$ cat config.mk
export PLATFORM = sky130hd
export DESIGN_NAME = usb_rx_packet_demux_flat
export DESIGN_NICKNAME = d
export VERILOG_FILES = /design/src/rtl/usb_pkg.sv /design/src/rtl/usb_rx_packet_demux_if.sv /design/src/rtl/usb_rx_crc.sv /design/src/rtl/usb_rx_packet_demux.sv /design/src/flat_wrapper.sv
export SDC_FILE = /design/constraint.sdc
export NUM_CORES = 1
export LEC_CHECK = 0
export CAP_MARGIN = 20
export CORE_ASPECT_RATIO = 1.2
export CORE_MARGIN = 3
export CORE_UTILIZATION = 50
export CTS_CLUSTER_SIZE = 25
export DETAILED_ROUTE_END_ITERATION = 7
export PLACE_DENSITY = 0.89
export REMOVE_ABC_BUFFERS = 1
export SLEW_MARGIN = 20
export SYNTH_ARGS = -nofsm -noshare
export SYNTH_HDL_FRONTEND = slang
export SYNTH_SLANG_ARGS = --single-unit
$ cat constraint.sdc
create_clock -name USB_CLKIN -period 3.5 [get_ports USB_CLKIN]
set_input_delay 0.35 -clock USB_CLKIN [delete_from_list [all_inputs] [get_ports USB_CLKIN]]
set_output_delay 0.35 -clock USB_CLKIN [all_outputs]
set_load 0.05 [all_outputs]
$ cat src/rtl/usb_pkg.sv
// Shared USB receive definitions: PIDs, FSM states,
// PID classification and byte-wide CRC step functions.
package usb_pkg;

  localparam logic [7:0] PID_OUT   = 8'hE1;
  localparam logic [7:0] PID_IN    = 8'h69;
  localparam logic [7:0] PID_SETUP = 8'h2D;
  localparam logic [7:0] PID_DATA0 = 8'hC3;
  localparam logic [7:0] PID_DATA1 = 8'h4B;
  localparam logic [7:0] PID_DATA2 = 8'h87;
  localparam logic [7:0] PID_MDATA = 8'h0F;
  localparam logic [7:0] PID_ACK   = 8'hD2;
  localparam logic [7:0] PID_NAK   = 8'h5A;
  localparam logic [7:0] PID_STALL = 8'h1E;
  localparam logic [7:0] PID_NYET  = 8'h96;

  localparam logic [1:0] RX_EVT_ERR = 2'b11;

  localparam logic [4:0]  CRC5_POLY  = 5'h05;
  localparam logic [4:0]  CRC5_INIT  = 5'h1F;
  localparam logic [4:0]  CRC5_RES   = 5'h0C;
  localparam logic [15:0] CRC16_POLY = 16'h8005;
  localparam logic [15:0] CRC16_INIT = 16'hFFFF;
  localparam logic [15:0] CRC16_RES  = 16'h800D;

  typedef enum logic [2:0] {
    S_IDLE, S_TURN, S_PID, S_TOK1,
    S_TOK2, S_DATA, S_HS, S_DROP
  } state_t;

  typedef enum logic [2:0] {
    K_BAD, K_TOK, K_DATA, K_HS, K_OTHER
  } pid_kind_t;

  function automatic pid_kind_t pid_kind(
    input logic [7:0] p
  );
    pid_kind_t k;
    k = K_OTHER;
    unique case (1'b1)
      (p[3:0] != ~p[7:4]): k = K_BAD;
      (p == PID_OUT || p == PID_IN ||
       p == PID_SETUP): k = K_TOK;
      (p == PID_DATA0 || p == PID_DATA1 ||
       p == PID_DATA2 || p == PID_MDATA):
        k = K_DATA;
      (p == PID_ACK || p == PID_NAK ||
       p == PID_STALL || p == PID_NYET):
        k = K_HS;
      default: k = K_OTHER;
    endcase
    return k;
  endfunction

  // Bits enter LSB first, as on the wire.
  function automatic logic [4:0] crc5_byte(
    input logic [4:0] c,
    input logic [7:0] d
  );
    logic [4:0] r;
    r = c;
    for (int i = 0; i < 8; i++)
      r = {r[3:0], 1'b0} ^
          ((d[i] ^ r[4]) ? CRC5_POLY : 5'h00);
    return r;
  endfunction

  function automatic logic [15:0] crc16_byte(
    input logic [15:0] c,
    input logic [7:0]  d
  );
    logic [15:0] r;
    r = c;
    for (int i = 0; i < 8; i++)
      r = {r[14:0], 1'b0} ^
          ((d[i] ^ r[15]) ? CRC16_POLY : 16'h0);
    return r;
  endfunction

endpackage

$ cat src/rtl/usb_rx_packet_demux_if.sv
// ULPI receive-direction bus: DIR, NXT, DATA.
// master = PHY side (drives), slave = decoder side.
interface usb_rx_packet_demux_if;
  logic       USB_DIR;
  logic       USB_NXT;
  logic [7:0] USB_DATA;

  modport master (
    output USB_DIR, USB_NXT, USB_DATA
  );
  modport slave (
    input USB_DIR, USB_NXT, USB_DATA
  );
endinterface

$ cat src/rtl/usb_rx_crc.sv
// Byte-wide CRC5/CRC16 residual accumulator.
// Ports: clk, rst_n, clr, en, din -> ok5, ok16.
module usb_rx_crc
  import usb_pkg::*;
(
  input  logic       clk,
  input  logic       rst_n,
  input  logic       clr,
  input  logic       en,
  input  logic [7:0] din,
  output logic       ok5,
  output logic       ok16
);

  logic [4:0]  c5;
  logic [15:0] c16;

  always_ff @(posedge clk or negedge rst_n) begin
    if (!rst_n) begin
      c5  <= CRC5_INIT;
      c16 <= CRC16_INIT;
    end else if (clr) begin
      c5  <= CRC5_INIT;
      c16 <= CRC16_INIT;
    end else if (en) begin
      c5  <= crc5_byte(c5, din);
      c16 <= crc16_byte(c16, din);
    end
  end

  assign ok5  = (c5 == CRC5_RES);
  assign ok16 = (c16 == CRC16_RES);

endmodule

$ cat src/rtl/usb_rx_packet_demux.sv
// ULPI RX packet decoder with N_EP-way data demux.
// Ports: USB_CLKIN, NRST, ulpi (slave), dev_addr ->
//   pid_o, token_o, token_ep_o, token_strb, data_o,
//   data_o_strb/end/fail[N_EP], hs_strb.
// Option: USB_RX_CRC_EN enables CRC5/CRC16 checking.
module usb_rx_packet_demux
  import usb_pkg::*;
#(
  parameter int N_EP    = 4,
  parameter int MAX_PKT = 1026
) (
  input  logic                USB_CLKIN,
  input  logic                NRST,
  usb_rx_packet_demux_if.slave ulpi,
  input  logic [6:0]          dev_addr,
  output logic [7:0]          pid_o,
  output logic [23:0]         token_o,
  output logic [3:0]          token_ep_o,
  output logic                token_strb,
  output logic [7:0]          data_o,
  output logic [N_EP-1:0]     data_o_strb,
  output logic [N_EP-1:0]     data_o_end,
  output logic [N_EP-1:0]     data_o_fail,
  output logic                hs_strb
);

  localparam int CW = $clog2(MAX_PKT + 1);

  state_t          st;
  logic [CW-1:0]   cnt;
  logic [CW-1:0]   cnt_nx;
  logic [7:0]      b1;
  logic [7:0]      b2;
  logic            addr_ok;
  logic            tok_seen;
  logic            route;
  logic [N_EP-1:0] ch_oh;
  logic            ok5;
  logic            ok16;
  logic            dir;
  logic            nxt;
  logic [7:0]      d;
  pid_kind_t       kind;

  assign dir  = ulpi.USB_DIR;
  assign nxt  = ulpi.USB_NXT;
  assign d    = ulpi.USB_DATA;
  assign kind = pid_kind(d);

  assign cnt_nx = (cnt == '1) ? cnt : cnt + 1'b1;
  assign ch_oh  = route ? (N_EP'(1) << token_ep_o)
                        : '0;

`ifdef USB_RX_CRC_EN
  logic crc_clr;
  logic crc_en;

  assign crc_clr = (st == S_PID);
  assign crc_en  = dir && nxt &&
                   (st == S_TOK1 || st == S_TOK2 ||
                    st == S_DATA);

  usb_rx_crc u_crc (
    .clk  (USB_CLKIN),
    .rst_n(NRST),
    .clr  (crc_clr),
    .en   (crc_en),
    .din  (d),
    .ok5  (ok5),
    .ok16 (ok16)
  );
`else
  assign ok5  = 1'b1;
  assign ok16 = 1'b1;
`endif

  always_ff @(posedge USB_CLKIN or negedge NRST) begin
    if (!NRST) begin
      st          <= S_IDLE;
      cnt         <= '0;
      b1          <= '0;
      b2          <= '0;
      addr_ok     <= 1'b0;
      tok_seen    <= 1'b0;
      route       <= 1'b0;
      pid_o       <= '0;
      token_o     <= '0;
      token_ep_o  <= '0;
      token_strb  <= 1'b0;
      data_o      <= '0;
      data_o_strb <= '0;
      data_o_end  <= '0;
      data_o_fail <= '0;
      hs_strb     <= 1'b0;
    end else begin
      token_strb  <= 1'b0;
      hs_strb     <= 1'b0;
      data_o_strb <= '0;
      data_o_end  <= '0;
      data_o_fail <= '0;
      unique case (st)
        S_IDLE: if (dir) st <= S_TURN;
        S_TURN: st <= dir ? S_PID : S_IDLE;
        S_PID: begin
          if (!dir) st <= S_IDLE;
          else if (nxt) begin
            cnt <= '0;
            if (kind != K_BAD) pid_o <= d;
            unique case (kind)
              K_TOK:  st <= S_TOK1;
              K_DATA: begin
                st    <= S_DATA;
                route <= tok_seen &&
                         (32'(token_ep_o) < N_EP);
              end
              K_HS:   st <= S_HS;
              default: st <= S_DROP;
            endcase
          end
        end
        S_TOK1: begin
          if (!dir) st <= S_IDLE;
          else if (nxt) begin
            b1  <= d;
            cnt <= CW'(1);
            st  <= S_TOK2;
          end
        end
        S_TOK2: begin
          if (!dir) begin
            st <= S_IDLE;
            if (cnt == CW'(2) && addr_ok && ok5) begin
              token_o    <= {b2, b1, pid_o};
              token_ep_o <= {b2[2:0], b1[7]};
              token_strb <= 1'b1;
              tok_seen   <= 1'b1;
            end
          end else if (nxt) begin
            if (cnt == CW'(1)) begin
              b2      <= d;
              addr_ok <= (b1[6:0] == dev_addr);
            end
            cnt <= cnt_nx;
          end
        end
        S_DATA: begin
          if (!dir) begin
            st <= S_IDLE;
            if (ok16) data_o_end  <= ch_oh;
            else      data_o_fail <= ch_oh;
          end else if (nxt) begin
            if (cnt == CW'(MAX_PKT)) begin
              data_o_fail <= ch_oh;
              st          <= S_DROP;
            end else begin
              data_o      <= d;
              data_o_strb <= ch_oh;
              cnt         <= cnt_nx;
            end
          end else if (d[5:4] == RX_EVT_ERR) begin
            data_o_fail <= ch_oh;
            st          <= S_DROP;
          end
        end
        S_HS: begin
          if (!dir) begin
            hs_strb <= 1'b1;
            st      <= S_IDLE;
          end
        end
        S_DROP: if (!dir) st <= S_IDLE;
        default: st <= S_IDLE;
      endcase
    end
  end

endmodule

$ cat src/flat_wrapper.sv
// flat-port wrapper written by rule: the top's interface ports become plain ports
module usb_rx_packet_demux_flat import usb_pkg::*;
#(
  parameter int N_EP    = 4,
  parameter int MAX_PKT = 1026
)
  (USB_CLKIN, NRST, dev_addr, pid_o, token_o, token_ep_o, token_strb, data_o, data_o_strb, data_o_end, data_o_fail, hs_strb, ulpi_USB_DIR, ulpi_USB_NXT, ulpi_USB_DATA);
  usb_rx_packet_demux_if ulpi_i ();
  input  logic USB_CLKIN;
  input  logic NRST;
  input  logic [6:0] dev_addr;
  output logic [7:0] pid_o;
  output logic [23:0] token_o;
  output logic [3:0] token_ep_o;
  output logic token_strb;
  output logic [7:0] data_o;
  output logic [N_EP-1:0] data_o_strb;
  output logic [N_EP-1:0] data_o_end;
  output logic [N_EP-1:0] data_o_fail;
  output logic hs_strb;
  input wire logic [$bits(ulpi_i.USB_DIR)-1:0] ulpi_USB_DIR;
  input wire logic [$bits(ulpi_i.USB_NXT)-1:0] ulpi_USB_NXT;
  input wire logic [$bits(ulpi_i.USB_DATA)-1:0] ulpi_USB_DATA;
  assign ulpi_i.USB_DIR = ulpi_USB_DIR;
  assign ulpi_i.USB_NXT = ulpi_USB_NXT;
  assign ulpi_i.USB_DATA = ulpi_USB_DATA;
  usb_rx_packet_demux #(.N_EP(N_EP), .MAX_PKT(MAX_PKT)) u_core (.USB_CLKIN(USB_CLKIN), .NRST(NRST), .ulpi(ulpi_i), .dev_addr(dev_addr), .pid_o(pid_o), .token_o(token_o), .token_ep_o(token_ep_o), .token_strb(token_strb), .data_o(data_o), .data_o_strb(data_o_strb), .data_o_end(data_o_end), .data_o_fail(data_o_fail), .hs_strb(hs_strb));
endmodule
==> results.sh <==
export IMPL_ff2ff_path_depth=5
export IMPL_numCtsBuffers=9
export IMPL_grt_pass1_vias=2792
export IMPL_drtAntennaViolNets=0
export IMPL_swShare_pct=30.32
export IMPL_antennaDiodeCount=0
export IMPL_synth_edf_count=0
export IMPL_seqPwrFrac_pct=49.6
export IMPL_post_cts_buffers=0
export IMPL_via_count=2805
export IMPL_dp_hpwl_mm=6.379
export IMPL_cp_data_required_time_ns=3.74
export IMPL_synthCells=308
export IMPL_finalPower_mw=2.527
export IMPL_p_comb_share_pct=20.0
export IMPL_die_height_um=103.0
export IMPL_place_congestion=0.8549
export IMPL_ys_warnings_count=0
export IMPL_dieArea_um2=8951
export IMPL_drive_gt1_share_pct=20.78
export IMPL_routed_wl_mm=8.920
export IMPL_grt_pass1_wl_mm=14.33
export IMPL_clk_pin_slew_ns=0.09
export IMPL_synthToLayoutAreaGrowth_pct=25.35
export IMPL_hold_violations=0
export IMPL_status="completed"
export IMPL_synth_seq_cells=87
export IMPL_maxCapViolations=0
export IMPL_timing_rr_start="u_core.cnt[3]"
export IMPL_core_um2=7445
export IMPL_cts_tree="done"
export IMPL_drc=0
export IMPL_insertion_delay_ns=0.36
export IMPL_grt_antenna_before_repair=0
export IMPL_grt_max_degree=88
export IMPL_rsz0062_at_grt="no"
export IMPL_cts_root_buf="clkbuf_8"
export IMPL_design_area_um2=4918
export IMPL_hp_class="input port to asynchronous set/reset pin"
export IMPL_rows=34
export IMPL_fp_dieW_um=86.87
export IMPL_place_area_um2=4698
export IMPL_drv_slew=0
export IMPL_setup_viol=0
export IMPL_ys_seq_area_share_pct=55.48
export IMPL_rr_endpoint="u_core.token_o[22]"
export IMPL_start_util_pct=52.71
export IMPL_p_switching_mw=0.7664
export IMPL_ir_drop_v=0.0004641
export IMPL_final_common_cell="dfrtp_1"
export IMPL_filler_cell_count=499
export IMPL_start_kind="flip-flop"
export IMPL_arrival_ns=2.71
export IMPL_worst_pin_slew_ns=0.7747
export IMPL_setup_slack_ns=1.032
export IMPL_clk_path_buf_depth=2
export IMPL_p_leak_nw=2.251
export IMPL_final_cells=475
export IMPL_clkPwrFrac_pct=30.4
export IMPL_firstDrtPassIters=5
export IMPL_port_buffer_count=76
export IMPL_post_drt_wl_per_cell_um=18.78
export IMPL_critPathCapture="u_core.token_o[22]"
export IMPL_endpoint_kind="flip-flop"
export IMPL_placed_cells=460
export IMPL_preCtsSetupSlack_ns=0.8479
export IMPL_drt_initial_drc_count=115
export IMPL_htree_num_levels=3
export IMPL_crit_type="flip-flop to flip-flop"
export IMPL_startpoint="u_core.cnt[3]"
export IMPL_cellPowerDensity_nw_per_um2=513.9
export IMPL_fmaxAchievable_ghz=0.4052
export IMPL_cts_hold_buf=0
export IMPL_r2r_setup_slack_ns=1.03
export IMPL_ctsResizeCount=0
export IMPL_avgSynthCellArea_um2=12.74
export IMPL_critPathMaxFanout=26
export IMPL_fin_setup_tns_ns=0
export IMPL_mostFrequentLayoutCells="dfrtp_1 (87), clkdlybuf4s50_1 (75), mux2_2 (36)"
export IMPL_grt_remaining_overflow=0
export IMPL_cts_sinks=87
export IMPL_maxSlewHeadroom_pct=48.35
export IMPL_vias_per_cell=5.905
export IMPL_period_share_pct=70.52
export IMPL_synth_area_um2=3924
export IMPL_synthArstFlopShare_pct=100.0
export IMPL_grt_use_total_pct=21.04
export IMPL_synthFlopType="dfrtp_1"
export IMPL_power_internal_mw=1.761
export IMPL_period_needed_ns=2.468
export IMPL_final_nets=403
export IMPL_ios=77
export IMPL_skew_ns=0.008794
export IMPL_ys_types=45
-- per-stage QoR --
| stage | hold WS, ns | util [%] |
|---|---|---|
| 2_1_floorplan | 0.05441 | - |
| 3_3_place_gp | 0.4635 | 63.11 |
| 3_5_place_dp | 0.4669 | 63.11 |
| 4_1_cts | 0.2290 | 66.02 |
| 5_1_grt | 0.09704 | 66.07 |
| 6_report | 0.04047 | 66.07 |
-- worst max-delay path, stage by stage (launching register included) --
cell	delay [ns]
dfrtp_1	0.46
nor4_2	0.42
nand2_1	0.16
nor4_4	0.25
nand4_4	0.55
mux2_4	0.50
-- layout make-up --
type,count,area (µm²),share of cell area (%)
Sequential cell,87,2177,44.26
Multi-Input combinational cell,196,1609,32.71
Timing Repair Buffer,76,762.0,15.49
Clock buffer,9,123.9,2.518
Tap cell,90,112.6,2.289
Clock inverter,6,92.59,1.882
Inverter,11,41.29,0.8395
-- registers in the layout, indices dropped and copies added, names as in the netlist, 3 cells and up --
name and count:
u_core.token_o 21, u_core.cnt 11, u_core.b1 8, u_core.b2 8, u_core.data_o 8, u_core.pid_o 8, u_core.data_o_end 4, u_core.data_o_fail 4
u_core.data_o_strb 4, u_core.st 3, u_core.token_ep_o 3
-- power by group through the flow --
stage,clock (mW),combinational (mW),sequential [mW]
2_1_floorplan,0,0.227,1.35
3_3_place_gp,0,0.486,1.26
3_5_place_dp,0,0.506,1.27
4_1_cts,0.777,0.509,1.25
5_1_grt,0.823,0.542,1.27
6_report,0.768,0.506,1.25
-- cells by family after synthesis --
group | after synthesis | share of synthesized area (%)
buffers and inverters | 25 | 3.508
AND/OR/NAND/NOR | 91 | 13.49
adder cells (fa/ha/maj) | 3 | 0.9567
XOR/XNOR | 9 | 2.009
multiplexers | 56 | 17.73
AO/OA/AOI/OAI | 37 | 6.824
flip-flops | 87 | 55.48
-- synth_stat cells (3+ instances only) --
| cell type | instances | area share (%) |
|---|---|---|
| ha_1 | 3 | 0.96 |
| nand4b_1 | 3 | 0.67 |
| buf_2 | 5 | 0.64 |
| nand4_1 | 6 | 0.96 |
| o31ai_1 | 5 | 0.96 |
| mux2_2 | 36 | 10 |
| nor2_1 | 24 | 2.3 |
| buf_4 | 4 | 0.77 |
| or4_1 | 5 | 0.96 |
| o41ai_1 | 3 | 0.67 |
| inv_1 | 11 | 1.1 |
| buf_6 | 3 | 0.86 |
| nand3_1 | 8 | 1.0 |
| nor4_1 | 3 | 0.48 |
| xnor2_1 | 6 | 1.3 |
| dfrtp_1 | 87 | 55 |
| o21ai_0 | 5 | 0.64 |
| mux2_4 | 18 | 6.9 |
| a21oi_1 | 11 | 1.4 |
| nand2_1 | 18 | 1.7 |
| xor2_1 | 3 | 0.67 |
| nand2b_1 | 6 | 0.96 |
-- worst min path at each step --
stage          cells after the start           endpoint  slack [ns]       startpoint
2_1_floorplan                      0     u_core.addr_ok        0.05             NRST
3_3_place_gp                       1    u_core.tok_seen        0.46  u_core.tok_seen
3_5_place_dp                       1    u_core.tok_seen        0.47  u_core.tok_seen
4_1_cts                            1    u_core.pid_o[7]        0.23             NRST
5_1_grt                            1  u_core.token_o[0]         0.1             NRST
6_report                           1     u_core.cnt[10]        0.04             NRST
-- metal layers --
layer	share of wire, %	GRT usage, %	vias to the layer above
li1	-	-	1252
met1	38	25.42	1418
met2	54	37.35	118
met3	5.9	4.636	17
met4	1.9	6.595	0
met5	0	0	-
Power figures use the tool's default switching activity.
==> RTL edit: new RTL, same flow settings <==
Encoding of `state_t`: now one-hot (8 bits for 8 states).
--- a/src/rtl/usb_pkg.sv
+++ b/src/rtl/usb_pkg.sv
@@ -24,7 +24,7 @@
   localparam logic [15:0] CRC16_RES  = 16'h800D;
 
-  typedef enum logic [2:0] {
-    S_IDLE, S_TURN, S_PID, S_TOK1,
-    S_TOK2, S_DATA, S_HS, S_DROP
+  typedef enum logic [7:0] {
+    S_IDLE = 8'b00000001, S_TURN = 8'b00000010, S_PID = 8'b00000100, S_TOK1 = 8'b00001000,
+    S_TOK2 = 8'b00010000, S_DATA = 8'b00100000, S_HS = 8'b01000000, S_DROP = 8'b10000000
   } state_t;
 
Check against the original RTL: no difference found for any inputs over 10 cycles, from zero or initial values and one cycle with NRST low; not proved beyond that.
==> RTL edit against the unedited design <==
Sequential cell count up 5. Maximum frequency down 11%. Wire length up 6.2%. Synthesized area up 9.1%. Worst setup slack worse by 320 ps. Cell area up 7.4%. Largest cell class unchanged.
Power is not compared: it rests on default switching activity, and its combinational part moved more than twofold at a synthesized area within 25%.
==> RTL edit: results (changes against the unedited design) <==
.. list-table::
   :header-rows: 1

   * - Metric
     - Value
   * - Worst slack after detailed placement
     - 766 ps (was 848 ps)
   * - GRT met1 Usage
     - 24.7% (was 25.4%)
   * - HPWL Detailed
     - 6620 um (was 6380 um)
   * - Sequential cell area fraction in the yosys report
     - 53.8% (was 55.5%)
   * - Data arrival at the endpoint of the critical path
     - 3030 ps (was 2710 ps)
   * - WL met2
     - 4990 um (was 4810 um)
   * - Grt met3 use
     - 4.41% (was 4.64%)
   * - Reg-to-reg endpoint
     - u_core.data_o[1]$_DFFE_PN0P_ (was u_core.token_o[22]$_DFFE_PN0P_)
   * - Slowest cell on the critical path
     - sky130_fd_sc_hd__nand3_1 (was sky130_fd_sc_hd__nand4_4)
   * - Number of global-route vias before repair
     - 2955 (was 2792)
   * - Cell count after placement
     - 507 (was 460)
   * - Number of distinct library cells after synthesis
     - 60 (was 45)
   * - Transition time of the tightest slew-check pin
     - 805 ps (was 775 ps)
   * - Finished Cell Area
     - 0.00528 mm2 (was 0.00492 mm2)
   * - Largest stage delay on the critical path
     - 580 ps (was 550 ps)
   * - Result of the run
     - finished clean (unchanged)
   * - Final-layout worst hold slack
     - 27.6 ps (was 40.5 ps)
   * - Final RePlAce weighted congestion
     - 0.833 (was 0.855)
   * - Drt first-iter violations
     - 185 (was 115)
   * - Fraction of final layout cells with drive strength greater than 1
     - 22.8% (was 20.8%)
   * - Combined global-route utilization of all metal layers
     - 19.9% (was 21.0%)
   * - Maximum number of pins on one net before global-route repair
     - 93 (was 88)
   * - Global-route wire length before repair
     - 15200 um (was 14300 um)
   * - Final-stage net count
     - 426 (was 403)
   * - Top cells by area in the synthesized netlist
     - sky130_fd_sc_hd__dfrtp_1 53%, sky130_fd_sc_hd__mux2_2 11%, sky130_fd_sc_hd__mux2_4 6.3%, sky130_fd_sc_hd__nor2_1 2.4%, sky130_fd_sc_hd__o41ai_1 2.0% (was sky130_fd_sc_hd__dfrtp_1 55%, sky130_fd_sc_hd__mux2_2 10%, sky130_fd_sc_hd__mux2_4 6.9%, sky130_fd_sc_hd__nor2_1 2.3%, sky130_fd_sc_hd__nand2_1 1.7%)
   * - Total met3 wirelength after detailed routing
     - 389 um (was 525 um)
   * - Setup slack of the most critical reg-to-reg path
     - 710 ps (was 1030 ps)
   * - Filler cell count in the final layout
     - 603 (was 499)
   * - Most frequent cells after synthesis
     - 91 x sky130_fd_sc_hd__dfrtp_1, 41 x sky130_fd_sc_hd__mux2_2, 27 x sky130_fd_sc_hd__nor2_1 (was 87 x sky130_fd_sc_hd__dfrtp_1, 36 x sky130_fd_sc_hd__mux2_2, 24 x sky130_fd_sc_hd__nor2_1)
   * - Via count normalized by instance count
     - 5.64 (was 5.91)
   * - Reg-to-reg startpoint
     - u_core.st[7]$_DFFE_PN0P_ (was u_core.cnt[3]$_DFFE_PN0P_)
==> RTL edit: cell count changes after synthesis, sizes merged, moves of 4 or more <==
| cell | unedited run | this run |
|---|---|---|
| dfrtp | 87 | 91 |
| nand3 | 8 | 14 |
| xor2 | 3 | 9 |
| o41ai | 3 | 11 |
| a21oi | 11 | 1 |
| a31oi | 0 | 4 |
| mux2 | 54 | 60 |
| nor3 | 3 | 9 |
| nand2 | 18 | 10 |
==> RTL edit: worst max path at each step <==
stage	from	endpoint	slack, ps	cells after the start
5_1_grt	u_core.st[7]$_DFFE_PN0P_	u_core.data_o[1]$_DFFE_PN0P_	580	5
4_1_cts	u_core.st[7]$_DFFE_PN0P_	u_core.data_o[0]$_DFFE_PN0P_	800	5
3_3_place_gp	ulpi_USB_DIR	u_core.cnt[6]$_DFFE_PN0P_	840	7
2_1_floorplan	u_core.cnt[6]$_DFFE_PN0P_	u_core.token_ep_o[1]$_DFFE_PN0P_	1110	4
6_report	u_core.st[7]$_DFFE_PN0P_	u_core.data_o[1]$_DFFE_PN0P_	710	5
3_5_place_dp	ulpi_USB_DIR	u_core.cnt[2]$_DFFE_PN0P_	770	7
==> RTL edit: logic make-up (layout without fill, tap and decap cells) <==
kind of cell               after synthesis  after routing  share of synthesized area [%]
buffers and inverters                   24            103                           3.04
adders and majority gates                3              3                          0.877
xor gates and xnor gates                15             15                           3.07
and+or+nand+nor                         97             97                           14.0
muxes                                   63             63                           18.1
DFF                                     92             92                           53.8
AOI/OAI and AO/OA                       35             35                           7.11
==> RTL edit: layout make-up <==
class	count	area share, %
clock buffer	10	2.61
clock inverter	5	0.711
inverter	10	0.711
multi-input combinational	213	34.9
sequential	92	43.6
tap	114	2.70
timing repair buffer	78	14.7
